**config.mk**
```make
export PLATFORM = sky130hd
export DESIGN_NAME = vga_sync_gen_flat
export DESIGN_NICKNAME = d
export VERILOG_FILES = /design/src/rtl/vga_timing_pkg.sv /design/src/rtl/vga_sync_gen_if.sv /design/src/rtl/vga_axis_counter.sv /design/src/rtl/vga_sync_gen.sv /design/src/flat_wrapper.sv
export SDC_FILE = /design/constraint.sdc
export NUM_CORES = 1
export LEC_CHECK = 0
export CORE_MARGIN = 8
export CORE_UTILIZATION = 66
export CTS_CLUSTER_DIAMETER = 200
export CTS_CLUSTER_SIZE = 16
export DETAILED_ROUTE_END_ITERATION = 16
export DONT_BUFFER_PORTS = 1
export PLACE_DENSITY = 0.91
export SETUP_SLACK_MARGIN = 0.02
export SLEW_MARGIN = 30
export SYNTH_ARGS = -nofsm -noshare
export SYNTH_HDL_FRONTEND = slang
export SYNTH_SLANG_ARGS = --single-unit
```
**constraint.sdc**
```tcl
create_clock -name clk -period 4.1 [get_ports clk]
set_input_delay 0.41 -clock clk [delete_from_list [all_inputs] [get_ports clk]]
set_output_delay 0.41 -clock clk [all_outputs]
set_load 0.005 [all_outputs]
```
**src/rtl/vga_timing_pkg.sv**
```systemverilog
// Shared 640x480@60 raster timing constants and counter type for the VGA sync generator.
package vga_timing_pkg;

   localparam int unsigned CNT_W = 10;
   typedef logic [CNT_W-1:0] cnt_t;

   // Horizontal timing in pixels.
   localparam int unsigned H_ACTIVE_640 = 640;
   localparam int unsigned H_FP_640     = 16;
   localparam int unsigned H_SYNC_640   = 96;
   localparam int unsigned H_BP_640     = 48;
   localparam int unsigned H_TOTAL_640  = H_ACTIVE_640 + H_FP_640 + H_SYNC_640 + H_BP_640;

   // Vertical timing in lines.
   localparam int unsigned V_ACTIVE_480 = 480;
   localparam int unsigned V_FP_480     = 10;
   localparam int unsigned V_SYNC_480   = 2;
   localparam int unsigned V_BP_480     = 33;
   localparam int unsigned V_TOTAL_480  = V_ACTIVE_480 + V_FP_480 + V_SYNC_480 + V_BP_480;

   // Half-open window test: lo <= val < hi.
   function automatic logic in_window(cnt_t val, cnt_t lo, cnt_t hi);
      return (val >= lo) && (val < hi);
   endfunction

endpackage

```
**src/rtl/vga_sync_gen_if.sv**
```systemverilog
// Raster timing bus: pixel enable into the generator, sync/video/position out of it.
interface vga_sync_gen_if;
   import vga_timing_pkg::*;

   logic pix_tick;
   logic hsync;
   logic vsync;
   logic video_on;
   cnt_t x;
   cnt_t y;
   logic frame_start;

   // The sync generator drives the timing outputs.
   modport master (
      input  pix_tick,
      output hsync,
      output vsync,
      output video_on,
      output x,
      output y,
      output frame_start
   );

   // Pixel pipeline: supplies the tick, consumes timing.
   modport slave (
      output pix_tick,
      input  hsync,
      input  vsync,
      input  video_on,
      input  x,
      input  y,
      input  frame_start
   );

endinterface

```
**src/rtl/vga_axis_counter.sv**
```systemverilog
// One raster axis: position counter with wrap, registered sync window and active flag.
// Decode registers are fed from the next count so they never lag the counter.
module vga_axis_counter
   import vga_timing_pkg::*;
#(
   parameter int unsigned ACTIVE   = H_ACTIVE_640,
   parameter int unsigned FP       = H_FP_640,
   parameter int unsigned SYNC     = H_SYNC_640,
   parameter int unsigned BP       = H_BP_640,
   parameter bit          SYNC_POL = 1'b0
) (
   input  logic clk,
   input  logic rst_n,
   input  logic tick,    // pixel enable: refresh decode
   input  logic inc,     // advance count; only ever high together with tick
   output cnt_t cnt,
   output logic wrap,    // inc on the last position
   output logic sync,
   output logic active
);

   localparam int unsigned TOTAL   = ACTIVE + FP + SYNC + BP;
   localparam cnt_t        LAST    = cnt_t'(TOTAL - 1);
   localparam cnt_t        SYNC_LO = cnt_t'(ACTIVE + FP);
   localparam cnt_t        SYNC_HI = cnt_t'(ACTIVE + FP + SYNC);
   localparam cnt_t        ACT_END = cnt_t'(ACTIVE);

   cnt_t cnt_q, cnt_d;
   logic sync_q, sync_d;
   logic active_q, active_d;

   assign wrap = inc && (cnt_q == LAST);

   // Next count and its decode.
   always_comb begin
      cnt_d = cnt_q;
      if (inc) begin
         cnt_d = wrap ? '0 : cnt_q + 1'b1;
      end
      sync_d   = in_window(cnt_d, SYNC_LO, SYNC_HI) ? SYNC_POL : ~SYNC_POL;
      active_d = (cnt_d < ACT_END);
   end

   // Counter and decode state; everything holds between ticks.
   always_ff @(posedge clk) begin
      if (!rst_n) begin
         cnt_q    <= '0;
         sync_q   <= ~SYNC_POL;
         active_q <= 1'b0;
      end else if (tick) begin
         cnt_q    <= cnt_d;
         sync_q   <= sync_d;
         active_q <= active_d;
      end
   end

   assign cnt    = cnt_q;
   assign sync   = sync_q;
   assign active = active_q;

endmodule

```
**src/rtl/vga_sync_gen.sv**
```systemverilog
// VGA raster timing generator: horizontal and vertical axis counters with registered
// sync/video decode. Optional frame_start pulse enabled by VGA_SYNC_FRAME_PULSE_EN.
module vga_sync_gen
   import vga_timing_pkg::*;
#(
   parameter int unsigned H_ACTIVE = H_ACTIVE_640,
   parameter int unsigned H_FP     = H_FP_640,
   parameter int unsigned H_SYNC   = H_SYNC_640,
   parameter int unsigned H_BP     = H_BP_640,
   parameter int unsigned V_ACTIVE = V_ACTIVE_480,
   parameter int unsigned V_FP     = V_FP_480,
   parameter int unsigned V_SYNC   = V_SYNC_480,
   parameter int unsigned V_BP     = V_BP_480,
   parameter bit          SYNC_POL = 1'b0
) (
   input logic            clk,
   input logic            rst_n,
   vga_sync_gen_if.master vga
);

   cnt_t h_cnt, v_cnt;
   logic h_wrap, v_wrap;
   logic h_sync, v_sync;
   logic h_active, v_active;

   vga_axis_counter #(
      .ACTIVE   (H_ACTIVE),
      .FP       (H_FP),
      .SYNC     (H_SYNC),
      .BP       (H_BP),
      .SYNC_POL (SYNC_POL)
   ) u_h_axis (
      .clk    (clk),
      .rst_n  (rst_n),
      .tick   (vga.pix_tick),
      .inc    (vga.pix_tick),
      .cnt    (h_cnt),
      .wrap   (h_wrap),
      .sync   (h_sync),
      .active (h_active)
   );

   // Vertical decode refreshes every tick so video_on is right straight after reset.
   vga_axis_counter #(
      .ACTIVE   (V_ACTIVE),
      .FP       (V_FP),
      .SYNC     (V_SYNC),
      .BP       (V_BP),
      .SYNC_POL (SYNC_POL)
   ) u_v_axis (
      .clk    (clk),
      .rst_n  (rst_n),
      .tick   (vga.pix_tick),
      .inc    (h_wrap),
      .cnt    (v_cnt),
      .wrap   (v_wrap),
      .sync   (v_sync),
      .active (v_active)
   );

   assign vga.x        = h_cnt;
   assign vga.y        = v_cnt;
   assign vga.hsync    = h_sync;
   assign vga.vsync    = v_sync;
   assign vga.video_on = h_active & v_active;

`ifdef VGA_SYNC_FRAME_PULSE_EN
   logic frame_q;

   // One-clk pulse after the tick edge that returns the raster to (0,0).
   always_ff @(posedge clk) begin
      if (!rst_n) begin
         frame_q <= 1'b0;
      end else begin
         frame_q <= v_wrap;
      end
   end

   assign vga.frame_start = frame_q;
`else
   logic unused_v_wrap;
   assign unused_v_wrap   = v_wrap;
   assign vga.frame_start = 1'b0;
`endif

endmodule

```
**src/flat_wrapper.sv**
```systemverilog
// flat-port wrapper written by rule: the top's interface ports become plain ports
module vga_sync_gen_flat import vga_timing_pkg::*;
#(
   parameter int unsigned H_ACTIVE = H_ACTIVE_640,
   parameter int unsigned H_FP     = H_FP_640,
   parameter int unsigned H_SYNC   = H_SYNC_640,
   parameter int unsigned H_BP     = H_BP_640,
   parameter int unsigned V_ACTIVE = V_ACTIVE_480,
   parameter int unsigned V_FP     = V_FP_480,
   parameter int unsigned V_SYNC   = V_SYNC_480,
   parameter int unsigned V_BP     = V_BP_480,
   parameter bit          SYNC_POL = 1'b0
)
  (clk, rst_n, vga_pix_tick, vga_hsync, vga_vsync, vga_video_on, vga_x, vga_y, vga_frame_start);
  vga_sync_gen_if vga_i ();
  input logic clk;
  input logic rst_n;
  input wire logic [$bits(vga_i.pix_tick)-1:0] vga_pix_tick;
  output wire logic [$bits(vga_i.hsync)-1:0] vga_hsync;
  output wire logic [$bits(vga_i.vsync)-1:0] vga_vsync;
  output wire logic [$bits(vga_i.video_on)-1:0] vga_video_on;
  output wire logic [$bits(vga_i.x)-1:0] vga_x;
  output wire logic [$bits(vga_i.y)-1:0] vga_y;
  output wire logic [$bits(vga_i.frame_start)-1:0] vga_frame_start;
  assign vga_i.pix_tick = vga_pix_tick;
  assign vga_hsync = vga_i.hsync;
  assign vga_vsync = vga_i.vsync;
  assign vga_video_on = vga_i.video_on;
  assign vga_x = vga_i.x;
  assign vga_y = vga_i.y;
  assign vga_frame_start = vga_i.frame_start;
  vga_sync_gen #(.H_ACTIVE(H_ACTIVE), .H_FP(H_FP), .H_SYNC(H_SYNC), .H_BP(H_BP), .V_ACTIVE(V_ACTIVE), .V_FP(V_FP), .V_SYNC(V_SYNC), .V_BP(V_BP), .SYNC_POL(SYNC_POL)) u_core (.clk(clk), .rst_n(rst_n), .vga(vga_i));
endmodule
```
Yosys cells after proc, flatten, opt, wreduce, memory -nomap -nowiden
Cells that the tools add are included.
Word-level totals
  register bits after elaboration: 24
  bits of input ports: 3
  output and inout bits: 24
  logic and storage cells: 27
Cells by class
  add/sub/neg operators: 2
  order comparisons: 6
  equality and inequality tests: 2
  muxes and demuxes: 6
  bitwise operators: 1
  reductions and logical operators: 4
Operator list (count)
  $mux 10: 4
  $add 10x1->10 const B: 2
  $eq 10x10->1 const B: 2
  $lt 10x10->1 const B: 2
  $lt 10x9->1 const B: 2
  $ge 10x10->1 const B: 1
  $ge 10x9->1 const B: 1
  $logic_and 1x1->1: 4
  $mux 1: 2
  $and 1x1->1: 1

Longest topological paths before layout
Gate-level depths: netlist of run 1.
  depth after elaboration: 8
  depth in mapped cells: 8
  depth with buffers taken out: 7

By module
A second synthesis of run 1 with hierarchy kept.
Second synthesis, totals
  cells, all modules: 203
  area, all modules: 1580.3 um^2
By module, submodules not included
  vga_axis_counter (u_core.u_h_axis): times used 1, cells an instance 103, area an instance 795.8 um^2, sequential area each 240.2 um^2
  vga_axis_counter (u_core.u_v_axis): times used 1, cells an instance 97, area an instance 767.0 um^2, sequential area each 240.2 um^2
  vga_sync_gen: times used 1, cells an instance 3, area an instance 17.5 um^2, sequential area each 0.0 um^2

Worst setup path before layout of run 1
No wires, ideal clock.
  kind: reg2reg
  start point: reg u_core.u_h_axis.cnt_q[0] (netlist: u_core.u_h_axis.cnt[0])
  end point: reg u_core.u_v_axis.active_q (netlist: u_core.u_v_axis.active)
  setup time: 0.096 ns
  data arrival time: 1.786 ns
  data required time: 4.004 ns
  path slack: 2.219 ns
  cell stages (with the launch flop): 8
  path buffers: 0
  period minus slack after synthesis: 1.881 ns
  path through: dfxtp_1 > ha_1 > nand2_1 > nand4b_2 > nor4_2 > xnor2_1 > nor3_2 > o41ai_2
On the way
  cells in the longest elaborated chain, start to end: 6
RTL lines
  start, declared: RTL line vga_axis_counter.sv:28  | cnt_t cnt_q, cnt_d;
  start signal, assigned: RTL line vga_axis_counter.sv:51  | cnt_q <= cnt_d;
  $eq 10x10->1 (*): RTL line vga_axis_counter.sv:32  | assign wrap = inc && (cnt_q == LAST);
  $logic_and 1x1->1 (*): RTL line vga_axis_counter.sv:32
  $logic_and 1x1->1: RTL line vga_axis_counter.sv:32
  $mux 10: RTL line vga_axis_counter.sv:38  | cnt_d = wrap ? '0 : cnt_q + 1'b1;
  $mux 10 (*): RTL line vga_axis_counter.sv:37  | if (inc) begin
  $lt 10x9->1 (*): RTL line vga_axis_counter.sv:41  | active_d = (cnt_d < ACT_END);
  end signal, assigned: RTL line vga_axis_counter.sv:53  | active_q <= active_d;
  end, declared: RTL line vga_axis_counter.sv:30  | logic active_q, active_d;
Every way passes the cells marked *; elsewhere a longest branch is shown, timed or not.
A chain may end at the register's enable or synchronous reset.

Worst setup path in the final report of run 1
Same ends and word-level chain as after synthesis.

==> impl_metrics.py, run 1 <==
metrics = {
    "logic_synthesis": {
        "synth_seq_area_share": 0.353,
        "synth_top_flop_cell": "dfxtp_1",
        "synth_cells": 153,
        "synth_largest_area_cell": "dfxtp_1",
        "syn_area_um2": 1360,
        "ys_seq_elements": 24,
        "synth_cell_types": 50,
        "synth-async-reset-ratio": 0,
        "syn_nets": 159,
        "synth_most_common_cell": "dfxtp_1",
        "synthTopCellsByArea": "dfxtp_1 35%, nor2b_1 5.5%, xnor2_1 4.5%",
        "yosysTopAreaCellShare": 0.353,
        "synth_common_cells": "24 x dfxtp_1, 12 x nand2_1, 12 x nor2b_1",
        "yosys_warnings": 0,
        "syn_area_per_cell_um2": 8.90,
        "synth_edf_count": 0,
    },
    "sta": {
        "finalCriticalPeriod_ps": 2220,
        "setup_tns_ps": 0,
        "skew_ps": 12.9,
        "final-setup-viol-count": 0,
        "finalHoldViolCount": 0,
        "holdWs_ps": 190,
        "slew_viol_final": 0,
        "max_freq_mhz": 451,
        "fin_crit_sh": 0.541,
        "rsz0062_at_grt": "no",
    },
    "floorplan": {
        "io_pins": 27,
        "dieWidth_um": 61.4,
        "initial_core_util": 0.694,
        "die_h_um": 61.4,
        "core-area_um2": 1960,
        "rows": 16,
        "die-area_um2": 3770,
    },
    "grt": {
        "grt_pass1_vias": 1035,
        "grt_max_degree": 24,
        "grt_usage": 0.163,
        "antenna_found_initial": 0,
        "gr-total-overflow": 0,
        "grt_pass1_wl_um": 4740,
    },
    "power_and_ir_drop": {
        "peakVddDrop_mv": 0.192,
        "p_leak_nw": 0.495,
        "powerDensity_nw_per_um2": 267,
    },
    "critical_path": {
        "cp_max_fo": 8,
        "critPathLaunchType": "flop",
        "cp.required_ps": 4320,
        "regToRegSetupSlack_ps": 1880,
        "crit_chain": "ha_1 > nand2_1 > nand4b_2 > nor4_2 > xnor2_1 > nor3_2 > o41ai_2",
        "r2r_end": "u_core.u_v_axis.active",
        "reg2reg_from": "u_core.u_h_axis.cnt[0]",
        "reg2reg_depth": 7,
        "worst_path_max_delay_cell": "dfxtp_1",
        "worst-setup-path-type": "reg2reg",
        "worstSetupEndpointType": "flop",
        "critPathArrivalTime_ps": 2440,
        "cpPeakStageDelay_ps": 480,
    },
    "cts": {
        "cts_root_buf": "clkbuf_4",
        "numCtsBuffers": 3,
        "clock_path_buffers": 2,
        "clock-sinks": 24,
        "cts_hold_buffers": 0,
        "cts_resized": 0,
        "h-tree-depth": 1,
        "cts_tree": "yes",
        "post_cts.repair.setup_buffers": 0,
        "path_clk_slew_ps": 130,
        "clk_latency_ps": 310,
    },
    "status": {
        "outcome": "finished clean",
    },
    "hold_path": {
        "min_path_cells": 1,
        "hp-class": "in2reg",
        "worstHoldEndpoint": "u_core.u_h_axis.active",
        "hp-start": "vga_pix_tick",
    },
    "placement": {
        "dp_hpwl_um": 2170,
        "place_inst": 173,
        "io_buffers": 0,
        "place_congestion": 0.925,
    },
    "drt": {
        "drc_errors": 0,
        "vias": 1087,
        "wirelength_um": 2790,
        "drt_iter0_drc": 37,
        "viasPerCell": 6.14,
        "antenna_left": 0,
        "drt_pre_antenna_iters": 4,
        "avgRoutedWirePerCell_um": 15.7,
    },
    "layout": {
        "fin_cells": 177,
        "antenna_cells": 0,
        "final_layout_size_suffix_gt1_frac": 0.100,
        "post-route-util": 0.707,
        "fin_nets": 157,
        "area_growth_pct": 1.93,
    },
    "flow_run": {
        "cap_violations": 0,
    },
}
## power breakdown
part / internal, mW / switching, mW / total, mW
Clock: 0.0542 / 0.0667 / 0.121
Combinational: 0.00594 / 0.00387 / 0.00981
Sequential: 0.236 / 0.00380 / 0.240
Total: 0.296 / 0.0744 / 0.371
## per-layer routing
metal	routed length (um)	vias up	global-route usage	share of wire
met3	275	4	0.0480	0.099
met1	1120	510	0.184	0.40
met5	0	-	0	0
met2	1370	41	0.281	0.49
met4	23	0	0.0649	0.0083
li1	-	532	-	-
## state kept, by name, summed over array words and instances (netlist names)
signal / flops
u_core.u_h_axis.sync: 1
u_core.u_h_axis.active: 1
u_core.u_h_axis.cnt: 10
u_core.u_v_axis.cnt: 10
u_core.u_v_axis.active: 1
u_core.u_v_axis.sync: 1
## layout make-up
class / count / area (um2)
tap: 27 / 33.8
inverter: 3 / 11.3
clock buffer: 4 / 36.3
sequential: 24 / 480
multi-input combinational: 119 / 826
fill: 172 / 574
## how the worst max path moves through the flow
stage / startpoint / endpoint / slack, ps / cells after the start
global placement: u_core.u_h_axis.cnt[0] / u_core.u_v_axis.active / 1970 / 7
CTS: u_core.u_h_axis.cnt[0] / u_core.u_v_axis.active / 1890 / 7
floorplan: u_core.u_h_axis.cnt[0] / u_core.u_v_axis.active / 2220 / 7
detailed placement: u_core.u_h_axis.cnt[0] / u_core.u_v_axis.active / 1940 / 7
global route: u_core.u_h_axis.cnt[0] / u_core.u_v_axis.sync / 1710 / 7
finish: u_core.u_h_axis.cnt[0] / u_core.u_v_axis.active / 1880 / 7
## metrics by stage
step	area [um2]	worst slack [ps]	power (mW)
floorplan	1360	2220	0.258
global placement	1350	1970	0.255
detailed placement	1350	1940	0.255
CTS	1390	1890	0.377
global route	1390	1710	0.386
finish	1390	1880	0.371
## worst max-delay path, delay by kind of cell (launching register included)
kind                       cells  cell delay (ps)
AOI/OAI and AO/OA              1              260
xor gates and xnor gates       1              210
adders and majority gates      1              240
DFF                            1              480
and+or+nand+nor                4              940
## cell families (layout without fill, tap and decap cells)
| family | count (synthesis) | count (layout) | synth area share |
|---|---|---|---|
| fa+ha+maj | 3 | 3 | 0.0276 |
| xor+xnor | 12 | 12 | 0.0772 |
| other cells | 1 | 1 | 0.00275 |
| compound gates | 23 | 23 | 0.119 |
| buf+inv | 10 | 7 | 0.0404 |
| simple gates | 78 | 78 | 0.365 |
| flops | 24 | 24 | 0.353 |
| mux | 2 | 2 | 0.0156 |
## layout by cell type (no fill, tap or decap), types with 3 or more instances in the layout
cell type  synthesis  routed
nor2_1            10      10
nand2_1           12      12
xor2_1             5       5
and2_1             7       7
o21a_1             3       3
inv_1              3       3
a31oi_1            5       5
nor2b_1           12      12
xnor2_1            7       7
nand4_1            3       3
nand3_1            5       5
clkbuf_4           0       3
nor3_1             4       4
and3_1             4       4
dfxtp_1           24      24
ha_1               3       3
o21ai_0            4       4
nand3b_1           3       3
a21oi_1            4       4
No activity file was read; power rests on OpenSTA's default activity.
==> run 2, diff against run 1 <==
--- a/config.mk
+++ b/config.mk
@@ -6,12 +6,12 @@
 export NUM_CORES = 1
 export LEC_CHECK = 0
 export CORE_MARGIN = 8
-export CORE_UTILIZATION = 66
+export CORE_UTILIZATION = 55
 export CTS_CLUSTER_DIAMETER = 200
 export CTS_CLUSTER_SIZE = 16
 export DETAILED_ROUTE_END_ITERATION = 16
 export DONT_BUFFER_PORTS = 1
-export PLACE_DENSITY = 0.91
+export PLACE_DENSITY = 0.82
 export SETUP_SLACK_MARGIN = 0.02
 export SLEW_MARGIN = 30
 export SYNTH_ARGS = -nofsm -noshare
==> constraint.sdc (replaced) <==
create_clock -name clk -period 2 [get_ports clk]
set_input_delay 0.2 -clock clk [delete_from_list [all_inputs] [get_ports clk]]
set_output_delay 0.2 -clock clk [all_outputs]
set_load 0.005 [all_outputs]
==> run 2 against run 1 <==
Clock power rose by 110%. Sequential cell count did not move. Critical path depth increased by 1. Final area grew 11%. Via count is 7.2% higher. Largest power group unchanged. First-iteration DRC count increased to 3.2 times the previous value. Total power increased by 110%. Largest cell class unchanged. Sequential share of layout area fell by 3.2 points. Register-to-register slack got worse by 1800 ps. Non-clock buffer count is 16 higher.
==> impl_metrics.py, run 2 (same netlist as run 1, synthesis figures left out) <==
metrics = {
    "power_and_ir_drop": {
        "p_leak_nw": 0.576,
        "powerDensity_nw_per_um2": 509,
        "peakVddDrop_mv": 0.447,
    },
    "floorplan": {
        "io_pins": 27,
        "initial_core_util": 0.565,
        "core-area_um2": 2410,
        "die_h_um": 65.8,
        "dieWidth_um": 65.8,
        "die-area_um2": 4320,
        "rows": 18,
    },
    "critical_path": {
        "critPathLaunchType": "flop",
        "crit_chain": "ha_1 > nand2_2 > and4b_2 > buf_4 > buf_4 > nor2_1 > nand2_1 > o32a_1",
        "cp_top_family": "simple AND/OR/NAND/NOR gates",
        "critPathBufInv": 2,
        "critPathArrivalTime_ps": 2100,
        "worst-setup-path-type": "reg2reg",
        "worst_path_max_delay_cell": "dfxtp_1",
        "regToRegSetupSlack_ps": 120,
        "r2r_end": "u_core.u_h_axis.sync",
        "reg2reg_depth": 8,
        "worstSetupEndpointType": "flop",
        "path_common_cell": "buf_4",
        "reg2reg_from": "u_core.u_h_axis.cnt[0]",
        "cpPeakStageDelay_ps": 340,
        "cp_max_fo": 7,
        "cp.required_ps": 2210,
    },
    "cts": {
        "numCtsBuffers": 3,
        "clk_latency_ps": 310,
        "h-tree-depth": 1,
        "clock-sinks": 24,
        "path_clk_slew_ps": 130,
        "clock_path_buffers": 2,
        "cts_tree": "yes",
        "cts_root_buf": "clkbuf_4",
    },
    "sta": {
        "max_freq_mhz": 531,
        "finalHoldViolCount": 0,
        "finalCriticalPeriod_ps": 1880,
        "final-setup-viol-count": 0,
        "slew_viol_final": 0,
        "skew_ps": 1.45,
        "rsz0062_at_grt": "yes",
        "setup_tns_ps": 0,
        "timing.final.ws_setup_ps": 116,
        "fin_crit_sh": 0.942,
    },
    "layout": {
        "final_common_cell": "dfxtp_1",
        "fin_nets": 173,
        "final_cell_mix": "22 x dfxtp_1, 13 x buf_4, 12 x nor2b_1",
        "fin_cells": 196,
        "post-route-util": 0.638,
        "area_growth_pct": 13.0,
        "final_layout_size_suffix_gt1_frac": 0.205,
        "antenna_cells": 0,
    },
    "drt": {
        "avgRoutedWirePerCell_um": 17.0,
        "viasPerCell": 5.94,
        "vias": 1165,
        "drc_errors": 0,
        "wirelength_um": 3330,
        "drt_pre_antenna_iters": 4,
        "wl_met3_um": 325,
        "top_layer": "met4",
        "wl_met1_um": 1320,
        "antenna_left": 0,
        "drt_iter0_drc": 120,
        "wl_met2_um": 1630,
    },
    "hold_path": {
        "hp-start": "rst_n",
        "min_path_cells": 1,
        "hp-class": "in2reg",
        "worstHoldEndpoint": "u_core.u_v_axis.cnt[7]",
    },
    "flow_run": {
        "cap_violations": 0,
    },
    "placement": {
        "dp_hpwl_um": 2480,
        "io_buffers": 0,
        "place_congestion": 0.894,
        "place_inst": 187,
        "pre_cts_ws_ps": 76.2,
    },
    "grt": {
        "grt_pass1_wl_um": 5510,
        "gr-total-overflow": 0,
        "grt_max_degree": 20,
        "grt_usage": 0.158,
        "antenna_found_initial": 0,
        "grt_pass1_vias": 1207,
    },
    "status": {
        "outcome": "finished clean",
    },
}
[run 2: area by class of cell]
| class | instances | area [um2] |
|---|---|---|
| inverters | 3 | 11.3 |
| multi-input cells | 119 | 842 |
| repair buffers | 16 | 128 |
| fillers | 199 | 872 |
| flip-flops and latches | 24 | 483 |
| well taps | 30 | 37.5 |
| clock buffers | 4 | 36.3 |
[run 2: repair_timing]
item | in CTS | in global routing
endpoints found under the setup margin | 0 | 2
buffers inserted | 0 | 2
resized for setup | 0 | 6
endpoints found under the hold margin | 6 | 3
hold buffers | 2 | 1
[run 2: worst max-delay path by stage]
stage                     cells after the start  slack, ps                     end              startpoint
final                                         8        120    u_core.u_h_axis.sync  u_core.u_h_axis.cnt[0]
after detailed placement                      6         80  u_core.u_v_axis.active  u_core.u_h_axis.cnt[2]
after floorplan                               7        120  u_core.u_v_axis.active  u_core.u_h_axis.cnt[0]
after global placement                        6        100  u_core.u_v_axis.active  u_core.u_v_axis.cnt[6]
after CTS                                     6         30  u_core.u_v_axis.active  u_core.u_h_axis.cnt[2]
after global routing                          6          4  u_core.u_v_axis.active  u_core.u_v_axis.cnt[2]
[run 2: per-layer routing]
metal	up-vias	global-route usage
li1	562	-
met1	554	0.173
met2	43	0.261
met3	6	0.0510
met4	0	0.0899
met5	-	0
[run 2: through the flow]
stage,instance area [um2],hold slack [ps],total power [mW]
2_1_floorplan,1360,338,0.528
3_3_place_gp,1440,307,0.527
3_5_place_dp,1440,311,0.528
4_1_cts,1490,1.58,0.785
5_1_grt,1540,6.78,0.809
6_report,1540,11.4,0.782
[run 2: report_power, final]
part / switching [mW] / internal, mW / total (mW)
combinational: 0.0177 / 0.0202 / 0.0379
clock: 0.145 / 0.111 / 0.256
sequential: 0.00381 / 0.485 / 0.488
total: 0.166 / 0.616 / 0.782
[run 2: worst reg2reg max path, stage by stage, from the launching register on]
cell	delay, ps
dfxtp_1	340
ha_1	240
nand2_2	120
and4b_2	290
buf_4	150
buf_4	130
nor2_1	160
nand2_1	70
o32a_1	290
